File: src/rtl/spi_pkg.sv
// Shared constants, phase type and counter-select helpers for the SPI config slave.
package spi_pkg;

  // Byte-stream phase: first byte of a frame is the address, the rest are data.
  typedef enum logic {
    ADDRESS = 1'b0,
    DATA    = 1'b1
  } phase_e;

  localparam logic [7:0] ADDR_TCM        = 8'd1;
  localparam logic [7:0] ADDR_INST       = 8'd2;
  localparam logic [7:0] ADDR_MODE       = 8'd3;
  localparam logic [7:0] ADDR_CNT_FIRST  = 8'd4;
  localparam logic [7:0] ADDR_CNT_LAST   = 8'd59;
  localparam logic [7:0] ADDR_PLL_LOCKED = 8'd60;
  localparam logic [7:0] ADDR_DISC_POL   = 8'd61;
  localparam logic [7:0] ADDR_VCO_CTRL   = 8'd62;
  localparam logic [7:0] ADDR_PLL_DIV    = 8'd63;
  localparam logic [7:0] ADDR_SLOW_MODE  = 8'd64;
  localparam logic [7:0] ADDR_TRIG_DELAY = 8'd65;

  localparam logic [7:0] INST_RST     = 8'd1;
  localparam logic [7:0] INST_READOUT = 8'd2;
  localparam logic [7:0] INST_START   = 8'd3;

  localparam logic [2:0] SEL_NONE = 3'b111;

  // True for addresses that map onto the external counter chain.
  function automatic logic is_cnt_addr(input logic [7:0] a);
    return (a >= ADDR_CNT_FIRST) && (a <= ADDR_CNT_LAST);
  endfunction

  // Word index inside a channel: seven words per channel.
  function automatic logic [2:0] cnt_word(input logic [7:0] a);
    logic [7:0] off;
    off = a - ADDR_CNT_FIRST;
    return 3'(off % 8'd7);
  endfunction

  // One-hot channel select: channel = offset / 7.
  function automatic logic [7:0] cnt_chan(input logic [7:0] a);
    logic [7:0] off;
    off = a - ADDR_CNT_FIRST;
    return 8'd1 << 3'(off / 8'd7);
  endfunction

endpackage

File: src/rtl/spi_shift_in.sv
// Serial deserializer: shift register, bit counter and idle-timeout counter.
// byte_valid/byte_data are combinational so a byte takes effect on its 8th edge.
module spi_shift_in #(
  parameter int IDLE_RESET_CYCLES = 8
) (
  input  logic       iclk,
  input  logic       rstn,
  input  logic       sclk,
  input  logic       serial_in,
  output logic [2:0] bit_idx,
  output logic       byte_valid,
  output logic [7:0] byte_data,
  output logic       idle_reset
);

  localparam int IW = $clog2(IDLE_RESET_CYCLES + 1);

  logic [6:0]    shreg;
  logic [IW-1:0] idle_cnt;

  assign byte_data  = {shreg, serial_in};
  assign byte_valid = sclk && (bit_idx == 3'd7);
  // Fires on the edge that completes the idle run, and keeps firing while idle persists.
  assign idle_reset = !sclk && (idle_cnt == IW'(IDLE_RESET_CYCLES - 1));

  // Shift in MSB-first and count bits; a timeout discards any partial byte.
  always_ff @(posedge iclk or negedge rstn) begin
    if (!rstn) begin
      shreg   <= '0;
      bit_idx <= '0;
    end else if (sclk) begin
      shreg   <= byte_data[6:0];
      bit_idx <= bit_idx + 3'd1;
    end else if (idle_reset) begin
      bit_idx <= '0;
    end
  end

  // Count consecutive idle edges, saturating once the timeout is reached.
  always_ff @(posedge iclk or negedge rstn) begin
    if (!rstn) begin
      idle_cnt <= '0;
    end else if (sclk) begin
      idle_cnt <= '0;
    end else if (!idle_reset) begin
      idle_cnt <= idle_cnt + IW'(1);
    end
  end

endmodule

File: src/rtl/spi_ctrl.sv
// Serial configuration/readout slave: address byte, then auto-incrementing
// read/write data bytes, instruction pulses and counter-chain select.
module spi_ctrl
  import spi_pkg::*;
#(
  parameter int IDLE_RESET_CYCLES = 8
) (
  input  logic       iclk,
  input  logic       rstn,
  input  logic       sclk,
  input  logic       serial_in,
  input  logic [7:0] pll_locked,
  output logic [7:0] load_cnt_ser,
  output logic [2:0] select_reg,
  output logic       clk_enable,
  output logic       inst_rst,
  output logic       inst_readout,
  output logic       inst_start,
  output logic [7:0] trigger_channel_mask,
  output logic [7:0] mode,
  output logic [7:0] disc_polarity,
  output logic [7:0] vco_control,
  output logic [7:0] pll_div_ratio,
  output logic [7:0] slow_mode,
  output logic [7:0] trig_delay,
  output logic       serial_out,
  output phase_e     dbg_phase
);

  // Handshake: a bit is accepted on any iclk rise where sclk=1; there is no
  // back-pressure, so the slave always consumes the bit on that edge.

  logic [2:0] bit_idx;
  logic       byte_valid;
  logic [7:0] byte_data;
  logic       idle_reset;

  phase_e     phase, next_phase;
  logic [7:0] addr;
  logic [7:0] inst_reg;
  logic       inst_pend;
  logic       data_wr;
  logic [7:0] rd_data;

  spi_shift_in #(
    .IDLE_RESET_CYCLES(IDLE_RESET_CYCLES)
  ) u_shift_in (
    .iclk       (iclk),
    .rstn       (rstn),
    .sclk       (sclk),
    .serial_in  (serial_in),
    .bit_idx    (bit_idx),
    .byte_valid (byte_valid),
    .byte_data  (byte_data),
    .idle_reset (idle_reset)
  );

  assign dbg_phase = phase;
  assign data_wr   = byte_valid && (phase == DATA);

  // Phase register.
  always_ff @(posedge iclk or negedge rstn) begin
    if (!rstn) phase <= ADDRESS;
    else       phase <= next_phase;
  end

  // Next phase: timeout returns to ADDRESS, first full byte moves to DATA.
  always_comb begin
    next_phase = phase;
    if (idle_reset) begin
      next_phase = ADDRESS;
    end else if (byte_valid && (phase == ADDRESS)) begin
      next_phase = DATA;
    end
  end

  // Address: loaded by the address byte, incremented (wrapping) after each data byte.
  always_ff @(posedge iclk or negedge rstn) begin
    if (!rstn) begin
      addr <= '0;
    end else if (byte_valid) begin
      if (phase == ADDRESS) addr <= byte_data;
      else                  addr <= addr + 8'd1;
    end
  end

  // Writable configuration registers; other addresses silently ignore writes.
  always_ff @(posedge iclk or negedge rstn) begin
    if (!rstn) begin
      trigger_channel_mask <= '0;
      inst_reg             <= '0;
      mode                 <= '0;
      disc_polarity        <= '0;
      vco_control          <= '0;
      pll_div_ratio        <= '0;
      slow_mode            <= '0;
      trig_delay           <= '0;
    end else if (data_wr) begin
      case (addr)
        ADDR_TCM:        trigger_channel_mask <= byte_data;
        ADDR_INST:       inst_reg             <= byte_data;
        ADDR_MODE:       mode                 <= byte_data;
        ADDR_DISC_POL:   disc_polarity        <= byte_data;
        ADDR_VCO_CTRL:   vco_control          <= byte_data;
        ADDR_PLL_DIV:    pll_div_ratio        <= byte_data;
        ADDR_SLOW_MODE:  slow_mode            <= byte_data;
        ADDR_TRIG_DELAY: trig_delay           <= byte_data;
        default: ;
      endcase
    end
  end

  // Readback mux; counter words read 0 here because the external chain drives them.
  always_comb begin
    rd_data = '0;
    case (addr)
      ADDR_TCM:        rd_data = trigger_channel_mask;
      ADDR_INST:       rd_data = inst_reg;
      ADDR_MODE:       rd_data = mode;
      ADDR_PLL_LOCKED: rd_data = pll_locked;
      ADDR_DISC_POL:   rd_data = disc_polarity;
      ADDR_VCO_CTRL:   rd_data = vco_control;
      ADDR_PLL_DIV:    rd_data = pll_div_ratio;
      ADDR_SLOW_MODE:  rd_data = slow_mode;
      ADDR_TRIG_DELAY: rd_data = trig_delay;
      default:         rd_data = '0;
    endcase
  end

  // Readback streams LSB-first from pre-write contents, one bit per sampled edge.
  always_ff @(posedge iclk or negedge rstn) begin
    if (!rstn)     serial_out <= 1'b0;
    else if (sclk) serial_out <= rd_data[bit_idx];
  end

  // Instruction execution: pending on write, one-cycle pulse on the next edge.
  always_ff @(posedge iclk or negedge rstn) begin
    if (!rstn) begin
      inst_pend    <= 1'b0;
      inst_rst     <= 1'b0;
      inst_readout <= 1'b0;
      inst_start   <= 1'b0;
      clk_enable   <= 1'b0;
    end else begin
      inst_pend    <= data_wr && (addr == ADDR_INST);
      inst_rst     <= inst_pend && (inst_reg == INST_RST);
      inst_readout <= inst_pend && (inst_reg == INST_READOUT);
      inst_start   <= inst_pend && (inst_reg == INST_START);
      if (inst_pend && (inst_reg == INST_RST))        clk_enable <= 1'b0;
      else if (inst_pend && (inst_reg == INST_START)) clk_enable <= 1'b1;
    end
  end

  // Counter-chain select, only meaningful once an address has been received.
  always_comb begin
    select_reg   = SEL_NONE;
    load_cnt_ser = '0;
    if ((phase == DATA) && is_cnt_addr(addr)) begin
      select_reg   = cnt_word(addr);
      load_cnt_ser = cnt_chan(addr);
    end
  end

endmodule

File: config.mk
export PLATFORM = sky130hd
export DESIGN_NAME = spi_ctrl
export DESIGN_NICKNAME = d
export VERILOG_FILES = /design/src/rtl/spi_pkg.sv /design/src/rtl/spi_shift_in.sv /design/src/rtl/spi_ctrl.sv
export SDC_FILE = /design/constraint.sdc
export NUM_CORES = 1
export LEC_CHECK = 0
export ABC_CLOCK_PERIOD_IN_PS = 6600
export CAP_MARGIN = 20
export CORE_UTILIZATION = 55
export CTS_CLUSTER_SIZE = 24
export DETAILED_ROUTE_END_ITERATION = 12
export PLACE_DENSITY = 0.91
export SYNTH_ARGS = -nofsm -noshare
export SYNTH_HDL_FRONTEND = slang
export SYNTH_SLANG_ARGS = --single-unit
File: constraint.sdc
create_clock -name iclk -period 6.6 [get_ports iclk]
set_input_delay 0.66 -clock iclk [delete_from_list [all_inputs] [get_ports iclk]]
set_output_delay 0.66 -clock iclk [all_outputs]
set_load 0.03 [all_outputs]
After elaboration in Yosys (flattened, before gate mapping)
Index checks and enable logic that the tools add are counted.
{ "totals": {"reg_bits": 93, "input_bits": 12, "output_inout_bits": 73, "elab_cells": 81} }
{ "classes": {"n_addsub": 4, "div": 2, "order_cmp": 3, "eq_ne": 15, "shifts": 1, "muxes": 14, "n_bitwise": 1, "reduce_logical": 22} }
{ "ops": {"columns": ["op", "count"], "rows": [
  ["8-bit case mux with 9 select lines", 1],
  ["8-bit by 2-bit == test with 1-bit output (second input constant)", 4],
  ["8-bit by 6-bit == test with 1-bit output (second input constant)", 4],
  ["8-bit by 1-bit == test with 1-bit output (second input constant)", 2],
  ["8-bit by 7-bit == test with 1-bit output (second input constant)", 2],
  ["8-bit 2-to-1 mux", 2],
  ["2-bit AND reduction", 8],
  ["1-bit logical AND", 10],
  ["3-bit 2-to-1 mux", 3],
  ["8-bit by 1-bit adder with 8-bit output (second input constant)", 1],
  ["8-bit by 3-bit divider with 8-bit output (second input constant)", 1],
  ["8-bit by 3-bit greater-or-equal comparator with 1-bit output (second input constant)", 1],
  ["8-bit by 6-bit <= comparator with 1-bit output (second input constant)", 1],
  ["8-bit by 3-bit remainder unit with 8-bit output (second input constant)", 1],
  ["4-bit 2-to-1 mux", 2],
  ["1-bit by 3-bit left shift with 8-bit output (first input constant)", 1],
  ["8-bit by 3-bit subtractor with 8-bit output (second input constant)", 1],
  ["2-bit nonzero test", 3],
  ["1-bit 2-to-1 mux", 5],
  ["4-bit by 1-bit adder with 4-bit output (second input constant)", 1],
  ["4-bit by 3-bit == test with 1-bit output (second input constant)", 1],
  ["3-bit by 4-bit < comparator with 1-bit output (second input constant)", 1],
  ["3-bit by 1-bit adder with 3-bit output (second input constant)", 1],
  ["1-bit binary-select mux with 3-bit select", 1],
  ["other kinds (4)", 4]
]} }

Longest topological paths before layout
Gate-level depths: netlist of run 1.
{ "logic_depth": {"depth_word": 5, "mapped_depth": 23, "depth_no_buf": 20} }

By module
From an unflattened synthesis of run 1, not the netlist that was laid out.
{ "hier_totals": {"hier_cells": 507, "hier_area_um2": 5387.7} }
{ "modules_own_cells": {"columns": ["module", "instances", "cells_each", "area_each_um2", "seq_area_each_um2"], "rows": [
  ["spi_ctrl", 1, 455, 4734.5, 1976.9],
  ["spi_shift_in", 1, 52, 653.1, 350.3]
]} }

Worst setup path after synthesis of run 1
OpenSTA, ideal clock, no wires.
{ "synth_path": {"path_kind": "reg-to-output", "start": "register addr[3]", "end": "output load_cnt_ser[0]", "t_arrival_ns": 5.125, "required_time_ns": 5.940, "path_slack_ns": 0.815, "stages_incl_launch_ff": 23, "path_buffers": 2, "cell_sequence": "dfrtp_1 -> buf_2 -> buf_2 -> inv_1 -> ha_1 -> inv_2 -> maj3_1 -> a22oi_1 -> o221ai_4 -> a211oi_2 -> xnor2_1 -> ha_1 -> inv_1 -> nor2_1 -> a21oi_1 -> a211o_1 -> nand3_1 -> inv_1 -> ha_1 -> o31a_1 -> a32o_2 -> or3_4 -> nor3_1"} }
{ "synth_via": {"elab_chain_cells": 4, "elab_cells_between_ends": 8, "classes_between": "1 x add/sub; 1 x div; 2 x order compare; 1 x shift; 1 x mux; 2 x reduce/logical"} }
{ "synth_rtl": {"columns": ["element", "line_no", "text"], "rows": [
  ["start, declared", "spi_ctrl.sv:39", "logic [7:0] addr;"],
  ["start signal, assigned", "spi_ctrl.sv:82", "if (phase == ADDRESS) addr <= byte_data;"],
  ["start signal, assigned", "spi_ctrl.sv:83", "else addr <= addr + 8'd1;"],
  ["8-bit by 3-bit subtractor with 8-bit output, or another cell as far along", "spi_pkg.sv:43", "off = a - ADDR_CNT_FIRST;"],
  ["8-bit by 3-bit divider with 8-bit output or 1-bit logical AND (tied branches)", "spi_pkg.sv:44, spi_pkg.sv:30", null],
  ["1-bit by 3-bit left shift with 8-bit output or 1-bit logical AND (tied branches)", "spi_pkg.sv:44, spi_ctrl.sv:158", null],
  ["8-bit 2-to-1 mux (*)", "spi_ctrl.sv:158", "if ((phase == DATA) && is_cnt_addr(addr)) begin"],
  ["end, declared", "spi_ctrl.sv:13", "output logic [7:0] load_cnt_ser,"]
]} }
Mark *: on every way between the ends. The rest lies on a longest branch, timed or not.

Final worst setup path of run 1
{ "layout_path": {"start": "register addr[3]", "end": "output load_cnt_ser[7]"} }
Same word-level chain as after synthesis.

==> run_results.csv, run 1 <==
group,metric,value,unit
timing,worstMarginPinSlew,1160,ps
synth,synthTopCellsByArea,"dfrtp_1, mux2_2, ha_1",
die,die_h,102,um
die,coreArea,0.00973,mm^2
synth,synth_top_area_cell,"dfrtp_1",
finish,regArea,0.00233,mm^2
critical_path,critical_path.max_stage_delay,640,ps
power,p_per_area,440,mW/mm^2
clock_network,cts_buffer_depth,2,
finish,n_fill_cell,700,
clock_network,holdBufCountCts,0,
synth,yosysMostFrequentCell,"dfrtp_1",
synth,ys.flop_type,"dfrtp_1",
detailed_routing,postRouteWirelength,16.1,mm
critical_path,worstPathCellList,"inv_1, ha_2, inv_2, maj3_1, a22oi_2, o221ai_4, a211oi_2, buf_4, xnor2_1, ha_1, inv_1, nor2_1, a21oi_1, a211o_1, nand3_1, inv_1, ha_1, o31a_1, a32o_2, nor3_1, nor3_1, clkdlybuf4s50_1",
global_route,gr-total-overflow,0,
finish,multiInputGateArea,0.00297,mm^2
clock_network,htreeDepth,3,
outcome,status,"complete, no violations",
worst_hold_path,hp-class,"in2async",
critical_path,reg2reg_depth,10,
placement,port-buffer-count,84,
critical_path,r2r-start,"addr[2]",
die,dieArea,0.0104,mm^2
global_route,grt_util_all_layers,0.322,
timing,final_max_slew_viol_count,0,
critical_path,crit_arrival,5670,ps
finish,area_delta_synth_final,21.0,%
synth,yosys.area.top_type_share,0.424,
run,drv_cap,0,
timing,fmax,0.158,GHz
die,io_pins,85,
clock_network,postCtsSetupBuffers,0,
global_route,antenna_found_initial,0,
clock_network,cts_buffers,9,
placement,dp_cells,705,
critical_path,worstSetupStartpointType,"flip-flop",
synth,synth_warnings,0,
power,p_leak,0.00292,uW
synth,synth_common_cells,"dfrtp_1, mux2_2, nand2_1",
power,vdd_drop_max,296,uV
synth,synth_edf_count,0,
synth,ys_seq_area_frac,0.424,
global_route,grt_pass1_vias,4619,
synth,synth-seq-cells,93,
finish,final_layout_size_suffix_gt1_frac,0.221,
detailed_routing,drt_iter0_drc,541,
clock_network,ctsResizeCount,1,
critical_path,cp-end-kind,"primary output",
critical_path,crit_top_cell,"inv_1",
finish,fin_nets,609,
finish,fin_cells,721,
timing,min_period_over_period,0.959,
timing,finalHoldViolCount,0,
clock_network,clkTransAtPathRegs,80,ps
timing,rsz0062_at_grt,"false",
critical_path,critPathMaxFanout,13,
critical_path,crit_type,"reg2out",
detailed_routing,remaining_drc_errors,0,
die,std_cell_rows,36,
finish,antenna_cells,0,
critical_path,rrSetupSlack,3230,ps
synth,syn_area,0.00549,mm^2
detailed_routing,firstDrtPassIters,5,
critical_path,cp.required,5940,ps
synth,postSynthAreaPerCell,10.8,um^2
power,power.total,2920,uW
global_route,grt_max_degree,53,
synth,synth_nets,536,
critical_path,reg2reg_to,"serial_out",
timing,finalSetupViolations,0,
detailed_routing,wl_per_cell,22.4,um
critical_path,cp_slowest_cell,"clkdlybuf4s50_1",
die,die_w,102,um
clock_network,cts_root_buffer,"clkbuf_8",
synth,synth_cells,510,
clock_network,cts_tree,"yes",
die,initial_core_util,0.564,
clock_network,clkLatencyLatePin,360,ps
placement,post-dp-hpwl,11.1,mm
timing,finalClockSkew,7.94,ps
placement,gp_congestion,0.931,
timing,fin_crit,6330,ps
synth,yosysUniqueCellTypes,81,
timing,slew_headroom,0.225,
global_route,grt_pass1_wl,25.1,mm
detailed_routing,vias,4893,
detailed_routing,ant_nets,0,
timing,tns,0,ps
clock_network,cts_sinks,93,
synth,async_flop_share,1.00,
detailed_routing,via_per_inst,6.79,
==> final cells by class <==
cell class / instances / area share
multi-input cells: 369 / 0.447
inverters: 12 / 0.00678
repair buffers: 98 / 0.144
flip-flops and latches: 93 / 0.351
clock buffers: 10 / 0.0207
clock inverters: 6 / 0.00584
well taps: 133 / 0.0251
==> through the flow <==
| step | utilization | area [um^2] | hold slack [ps] | setup WS, ps |
|---|---|---|---|---|
| floorplan | - | 5490 | 364 | 815 |
| global placement | 0.662 | 6440 | 467 | 677 |
| detailed placement | 0.662 | 6440 | 482 | 392 |
| CTS | 0.680 | 6620 | 271 | 114 |
| global route | 0.682 | 6640 | 294 | 19.1 |
| finish | 0.682 | 6640 | 258 | 274 |
==> layer usage <==
layer | track usage | vias up | part of all wire
li1 | - | 2102 | -
met1 | 0.409 | 2387 | 0.37
met2 | 0.524 | 324 | 0.49
met3 | 0.0629 | 80 | 0.084
met4 | 0.174 | 0 | 0.056
met5 | 0 | - | 0
==> where the power goes <==
part           total, uW  internal (uW)  switching, uW
combinational       1800            707           1090
clock                342            146            197
sequential           779            619            160
total               2920           1470           1450
==> cell usage in the layout (no fill, tap or decap), types with 5 or more instances in the layout <==
cell type / count
dfrtp_1: 92
clkdlybuf4s50_1: 78
mux2_2: 73
nand2_1: 37
o21ai_0: 21
nor2_1: 17
a21oi_1: 17
nor3_1: 16
a221oi_1: 16
buf_4: 15
nand3_1: 14
ha_1: 13
inv_1: 10
clkbuf_8: 10
nor4_1: 9
a222oi_1: 8
a22o_1: 8
xnor2_1: 6
o22ai_1: 6
nor2b_1: 5
mux2i_1: 5
dlymetal6s2s_1: 5
==> critical path: cells and delay by family (launching register included) <==
family          cells  cell delay, ps
compound gates      7            1600
xor+xnor            1             130
fa+ha+maj           4            1150
buf+inv             6            1240
flops               1             380
simple gates        4             800
==> cell families (layout without fill, tap and decap cells) <==
family / count (synthesis) / count (layout) / share of synthesized area
and+or+nand+nor: 139 / 139 / 0.143
buffers and inverters: 48 / 126 / 0.0372
xor gates and xnor gates: 8 / 8 / 0.0153
AOI/OAI and AO/OA: 128 / 128 / 0.186
muxes: 78 / 78 / 0.159
DFF: 93 / 93 / 0.424
adders and majority gates: 16 / 16 / 0.0356
==> how the worst max path moves through the flow <==
stage	from	to	slack (ps)	cells past startpoint
after floorplan	addr[3]	load_cnt_ser[0]	810	22
after global placement	addr[3]	load_cnt_ser[0]	680	22
after detailed placement	addr[3]	load_cnt_ser[4]	390	22
after CTS	addr[3]	load_cnt_ser[4]	110	22
after global routing	addr[3]	load_cnt_ser[7]	20	22
final	addr[3]	load_cnt_ser[7]	270	22
Note: power is estimated with default switching activity, not from simulation.
==> run 2, diff against run 1 <==
Settings changed: CORE_UTILIZATION 55 to 47, PLACE_DENSITY 0.91 to 0.81.
==> run_results.csv, run 2 (same netlist as run 1, synthesis figures left out) <==
group,metric,value,unit
outcome,status,"complete, no violations",
timing,tns,0,ps
power,p_per_area,458,mW/mm^2
power,p_leak,0.00300,uW
finish,antenna_cells,0,
finish,post-route-util,0.599,
timing,slew_headroom,0.252,
timing,rsz0062_at_grt,"false",
critical_path,cp_slowest_cell,"clkdlybuf4s50_1",
critical_path,crit_arrival,5470,ps
clock_network,cts_root_buffer,"clkbuf_16",
global_route,gr-total-overflow,0,
global_route,grt_util_all_layers,0.268,
finish,n_fill_cell,898,
timing,finalHoldViolCount,0,
finish,final_layout_size_suffix_gt1_frac,0.221,
detailed_routing,via_per_inst,6.43,
clock_network,cts_sinks,93,
power,swShare,0.451,
die,dieArea,0.0121,mm^2
finish,finalInstanceArea,0.00684,mm^2
detailed_routing,firstDrtPassIters,9,
finish,layout_common_cells,"dfrtp_1, clkdlybuf4s50_1, mux2_2, nand2_1, o21ai_0",
clock_network,htreeDepth,3,
power,p_comb_frac,0.557,
critical_path,worstPathCellList,"inv_1, ha_2, inv_2, maj3_1, a22oi_2, o221ai_4, a211oi_2, buf_4, xnor2_1, ha_1, inv_1, nor2_1, a21oi_1, a211o_1, nand3_1, inv_1, ha_1, o31a_1, a32o_2, nor3_1, nor3_1, clkdlybuf4s50_1",
finish,regArea,0.00233,mm^2
power,vdd_drop_max,297,uV
critical_path,worstSetupStartpointType,"flip-flop",
clock_network,cts_buffer_depth,2,
finish,fin_cells,731,
placement,gp_congestion,0.934,
detailed_routing,remaining_drc_errors,0,
power,clock_power_share,0.193,
detailed_routing,vias,4697,
clock_network,clkTransAtPathRegs,70,ps
die,die_w,110,um
die,coreArea,0.0114,mm^2
finish,area_delta_synth_final,24.6,%
clock_network,postCtsSetupBuffers,0,
finish,fin_nets,609,
die,die_h,110,um
placement,dp_cells,715,
clock_network,cts_tree,"yes",
clock_network,cts_buffers,9,
detailed_routing,drt_iter0_drc,410,
detailed_routing,wl_per_cell,21.0,um
placement,post-dp-hpwl,10.5,mm
global_route,grt_max_degree,70,
critical_path,critical_path.max_stage_delay,610,ps
critical_path,crit_type,"reg2out",
critical_path,cp.required,5940,ps
global_route,antenna_found_initial,0,
run,drv_cap,0,
timing,min_period_over_period,0.929,
worst_hold_path,hp-class,"in2async",
die,initial_core_util,0.480,
critical_path,critPathMaxFanout,13,
critical_path,crit_top_cell,"inv_1",
finish,layout_commonest_cell,"dfrtp_1",
timing,finalClockSkew,7.20,ps
critical_path,cp-end-kind,"primary output",
detailed_routing,postRouteWirelength,15.3,mm
power,seq_power_share,0.250,
power,power.internal,1720,uW
clock_network,holdBufCountCts,0,
finish,multiInputGateArea,0.00297,mm^2
timing,final_max_slew_viol_count,0,
detailed_routing,ant_nets,0,
placement,port-buffer-count,84,
global_route,grt_pass1_wl,24.4,mm
die,io_pins,85,
timing,fmax,0.163,GHz
timing,fin_crit,6130,ps
timing,finalSetupViolations,0,
die,std_cell_rows,39,
global_route,grt_pass1_vias,4530,
timing,worstMarginPinSlew,1120,ps
power,switchingPower,1410,uW
clock_network,clkLatencyLatePin,340,ps
placement,place_area,0.00645,mm^2
[run 2: cell types whose count changed in the layout (fill, tap and decap cells not counted), sizes merged]
cell / change
clkbuf: +1
clkinv: -3
bufinv: +3
clkinvlp: -1
[run 2: stage by stage]
step | setup WS, ps | total power, uW | hold slack (ps)
after floorplan | 815 | 2110 | 364
after global placement | 642 | 2440 | 474
after detailed placement | 412 | 2490 | 480
after CTS | 51.7 | 3100 | 213
after global routing | 31.7 | 3340 | 223
final | 465 | 3130 | 212
[run 2: timing repair]
item,4_1_cts,5_1_grt
resized for setup,0,9
endpoints found under the hold margin,0,0
setup endpoints to repair,0,10
[run 2: final timing paths]
kind	start	endpoint	slack, ps	cells after the start
setup / recovery	addr[3]	load_cnt_ser[7]	470	22
hold / removal	rstn	addr[6]	210	1
setup reg to reg	addr[5]	serial_out	3150	9
hold reg to reg	u_shift_in.idle_cnt[3]	u_shift_in.idle_cnt[2]	500	1
max in group asynchronous	rstn	slow_mode[1]	5230	2
min in group iclk	u_shift_in.idle_cnt[3]	u_shift_in.idle_cnt[2]	500	1
[run 2: power groups by stage]
stage | sequential, uW | combinational [uW] | clock, uW
after floorplan | 687 | 1420 | 0
after global placement | 780 | 1660 | 0
after detailed placement | 787 | 1700 | 0
after CTS | 776 | 1710 | 613
after global routing | 795 | 1910 | 635
final | 782 | 1750 | 605
[run 2: worst max-delay path, delay by kind of cell, from the launching register on]
family | cells | cell delay, ps
compound gates | 7 | 1550
xor+xnor | 1 | 120
fa+ha+maj | 4 | 1150
buf+inv | 6 | 1190
flops | 1 | 370
simple gates | 4 | 750
[run 2: cell type report]
cell class                      count  share of cell area
Clock buffer                       11              0.0370
Tap cell                          143              0.0262
Clock inverter                      5              0.0156
Multi-Input combinational cell    369               0.434
Sequential cell                    93               0.341
Inverter                           12             0.00659
Timing Repair Buffer               98               0.140
[run 2: layer usage]
layer | wire length, um | GRT usage | vias to the layer above
met4 | 579 | 0.133 | 0
met3 | 1000 | 0.0570 | 45
met2 | 7520 | 0.429 | 228
li1 | - | - | 2106
met5 | 0 | 0 | -
met1 | 6210 | 0.343 | 2318
==> run 3, diff against run 2 <==
Settings changed: HOLD_SLACK_MARGIN set to 0.1.
==> results of run 3 <==
Same layout as run 2: the final DEF is identical, and so are final timing and power.
==> patch (flow settings as in run 3) <==
Remove the register `inst_rst`: a continuous assignment takes its place, so the output `inst_rst` follows one clock earlier.
--- a/src/rtl/spi_ctrl.sv
+++ b/src/rtl/spi_ctrl.sv
@@ -137,19 +137,19 @@
   always_ff @(posedge iclk or negedge rstn) begin
     if (!rstn) begin
       inst_pend    <= 1'b0;
-      inst_rst     <= 1'b0;
       inst_readout <= 1'b0;
       inst_start   <= 1'b0;
       clk_enable   <= 1'b0;
     end else begin
       inst_pend    <= data_wr && (addr == ADDR_INST);
-      inst_rst     <= inst_pend && (inst_reg == INST_RST);
       inst_readout <= inst_pend && (inst_reg == INST_READOUT);
       inst_start   <= inst_pend && (inst_reg == INST_START);
       if (inst_pend && (inst_reg == INST_RST))        clk_enable <= 1'b0;
       else if (inst_pend && (inst_reg == INST_START)) clk_enable <= 1'b1;
     end
   end
+
+  assign inst_rst = inst_pend && (inst_reg == INST_RST);
 
   // Counter-chain select, only meaningful once an address has been received.
   always_comb begin
Check against the original RTL: no difference found for any inputs over 10 cycles, from zero or initial values and one cycle with rstn low; that may be too few to reach the edited logic, so the function may still have changed.
==> patch against run 3 <==
  * Clock skew is 0.0014 ns lower
  * Cell area is 3.6% lower
  * Global-route usage rose by 0.079 points
  * Setup slack got worse by 0.082 ns
  * Sequential power shrank 2%
  * Die area decreased by 0.87%
  * Power fell by 13%
  * First-iteration DRC count up 10%
  * Maximum frequency fell by 1.3%
  * Synthesized area down 0.89%
  * Sequential cell count decreased by 1
  * Routed wire length increased by 0.26%
  * Critical path depth decreased by 4
  * Largest power group unchanged
==> patch: results (changes against run 3) <==
stage	metric	value	unit	change
layout	Antenna diodes	0		unchanged
logic_synthesis	Ys Warns	0		unchanged
worst_setup_path	CP max stage delay	0.73	ns	+0.12 ns
route	via count	4645		-1.1%
worst_setup_path	cells on worst reg2reg path	8		-1
route	Iteration-0 DRC Markers	451		+10%
timing	headroom to the max-slew limit	43.8	%	+19 points
logic_synthesis	Synth area leaders	dfrtp_1, mux2_2, ha_1, nand2_1, o21ai_0		
layout	FILL cells	919		+2.3%
route	routed len/inst	21.0	microns	+0.12%
global_route	first-pass GRT wire length	24000	microns	-1.7%
power_and_ir_drop	P_leak	2.92	nW	-2.6%
logic_synthesis	Syn Inst Count	530		+3.9%
logic_synthesis	Synth cell types	65		-20%
clocking	htree depth	3		unchanged
worst_setup_path	FF-to-FF setup slack	3.28	ns	+0.13 ns
place	gpl congestion	0.921		-1.4%
place	port bufs	84		unchanged
run_status	status	finished clean		
layout	share of layout cells above drive strength 1	19.1	%	-3.0 points
global_route	global-route usage over all layers	26.8	%	+0.079 points
worst_setup_path	CP delay by family, top	simple AND/OR/NAND/NOR gates		
layout	Cell Count, Final, Fillers Out	732		+0.14%
worst_setup_path	slowest CP cell	clkdlybuf4s50_1		
place	dpl cells	716		+0.14%
place	placed cell areas	6290	sq um	-2.4%
worst_setup_path	CP max FO	27		+14
timing	Slew Limit Fails	0		unchanged
logic_synthesis	Commonest cells post-synth	dfrtp_1, mux2_2, nand2_1, nor2_1, clkbuf_1		
logic_synthesis	sequential share of the synthesized area	42.3	%	-0.079 points
place	DP Wirelength	10600	microns	+0.78%
layout	Nets	613		+0.66%
timing	Worst Skew	0.00580	ns	-0.00140 ns
power_and_ir_drop	Peak VDD IR	0.364	mV	+23%
route	First-pass DRT Iterations	5		-4
logic_synthesis	Syn Nets	556		+3.7%
clocking	CTS root buffer	clkbuf_16		
worst_setup_path	CP Data Arrival Time	5.56	ns	+0.09 ns
global_route	largest net degree at the start of global routing	58		-17%
layout	Layout Utilization	59.8	%	-0.11 points
worst_setup_path	FF-to-FF End	serial_out		
clocking	Clock transition at path regs	0.06	ns	
logic_synthesis	async set-or-reset flop fraction in the synthesized netlist	100	%	unchanged
patch: cell types whose count changed in the layout (fill, tap and decap cells not counted), moves of 4 or more:
cell / delta
nor2_1: +11
a32oi_1: +4
a22oi_1: +7
a31oi_1: +4
nor3_1: -9
nor4_1: -6
o21ai_0: +4
nand2b_1: +4
and3_1: +12
buf_4: -8
dlymetal6s2s_1: -5
clkdlybuf4s50_1: +5
patch: cell families (layout without fill, tap and decap cells):
logic type	count (synthesis)	in the layout	share of synthesized area, %
simple gates	150	150	14.6
buf+inv	54	116	4.37
compound gates	131	131	17.3
mux	80	80	16.7
flops	92	92	42.3
xor+xnor	9	9	1.45
fa+ha+maj	14	14	3.22
patch: report_power, final:
| group | total, W | internal [W] | switching, W | leakage, nW |
|---|---|---|---|---|
| clock | 0.000517 | 0.000295 | 0.000222 | 0.132 |
| sequential | 0.000769 | 0.000612 | 0.000157 | 1.25 |
| combinational | 0.00145 | 0.000584 | 0.000868 | 1.54 |
patch: per-stage QoR:
step / hold slack, ns / worst slack, ns
CTS: 0.272 / 0.249
global placement: 0.459 / 0.908
global route: 0.291 / 0.0903
floorplan: 0.364 / 0.762
finish: 0.252 / 0.383
detailed placement: 0.475 / 0.633
patch: how the worst max path moves through the flow:
| stage | startpoint | end | slack, ns | cells past startpoint |
|---|---|---|---|---|
| 2_1_floorplan | addr[2] | load_cnt_ser[3] | 0.76 | 24 |
| 6_report | addr[5] | load_cnt_ser[3] | 0.38 | 18 |
| 3_3_place_gp | addr[2] | load_cnt_ser[3] | 0.91 | 19 |
| 3_5_place_dp | addr[2] | load_cnt_ser[3] | 0.63 | 19 |
| 5_1_grt | addr[5] | load_cnt_ser[3] | 0.09 | 18 |
| 4_1_cts | addr[2] | load_cnt_ser[3] | 0.25 | 19 |
patch: layout make-up:
type	count	share of cell area, %
clock buffers	11	3.53
clock inverters	5	0.930
inverters	10	0.569
multi-input cells	384	44.0
flip-flops and latches	92	34.9
well taps	140	2.66
repair buffers	90	13.4
patch: timing repair:
item,CTS,global route
endpoints found under the hold margin,0,0
resized for setup,0,1
setup endpoints to repair,0,4
setup buffers,0,0
patch: metal layers:
| layer | global-route usage [%] | part of all wire, % |
|---|---|---|
| met5 | 0 | 0 |
| met4 | 11.4 | 3.2 |
| met3 | 5.69 | 6.8 |
| met2 | 44.9 | 49 |
| met1 | 33.6 | 41 |
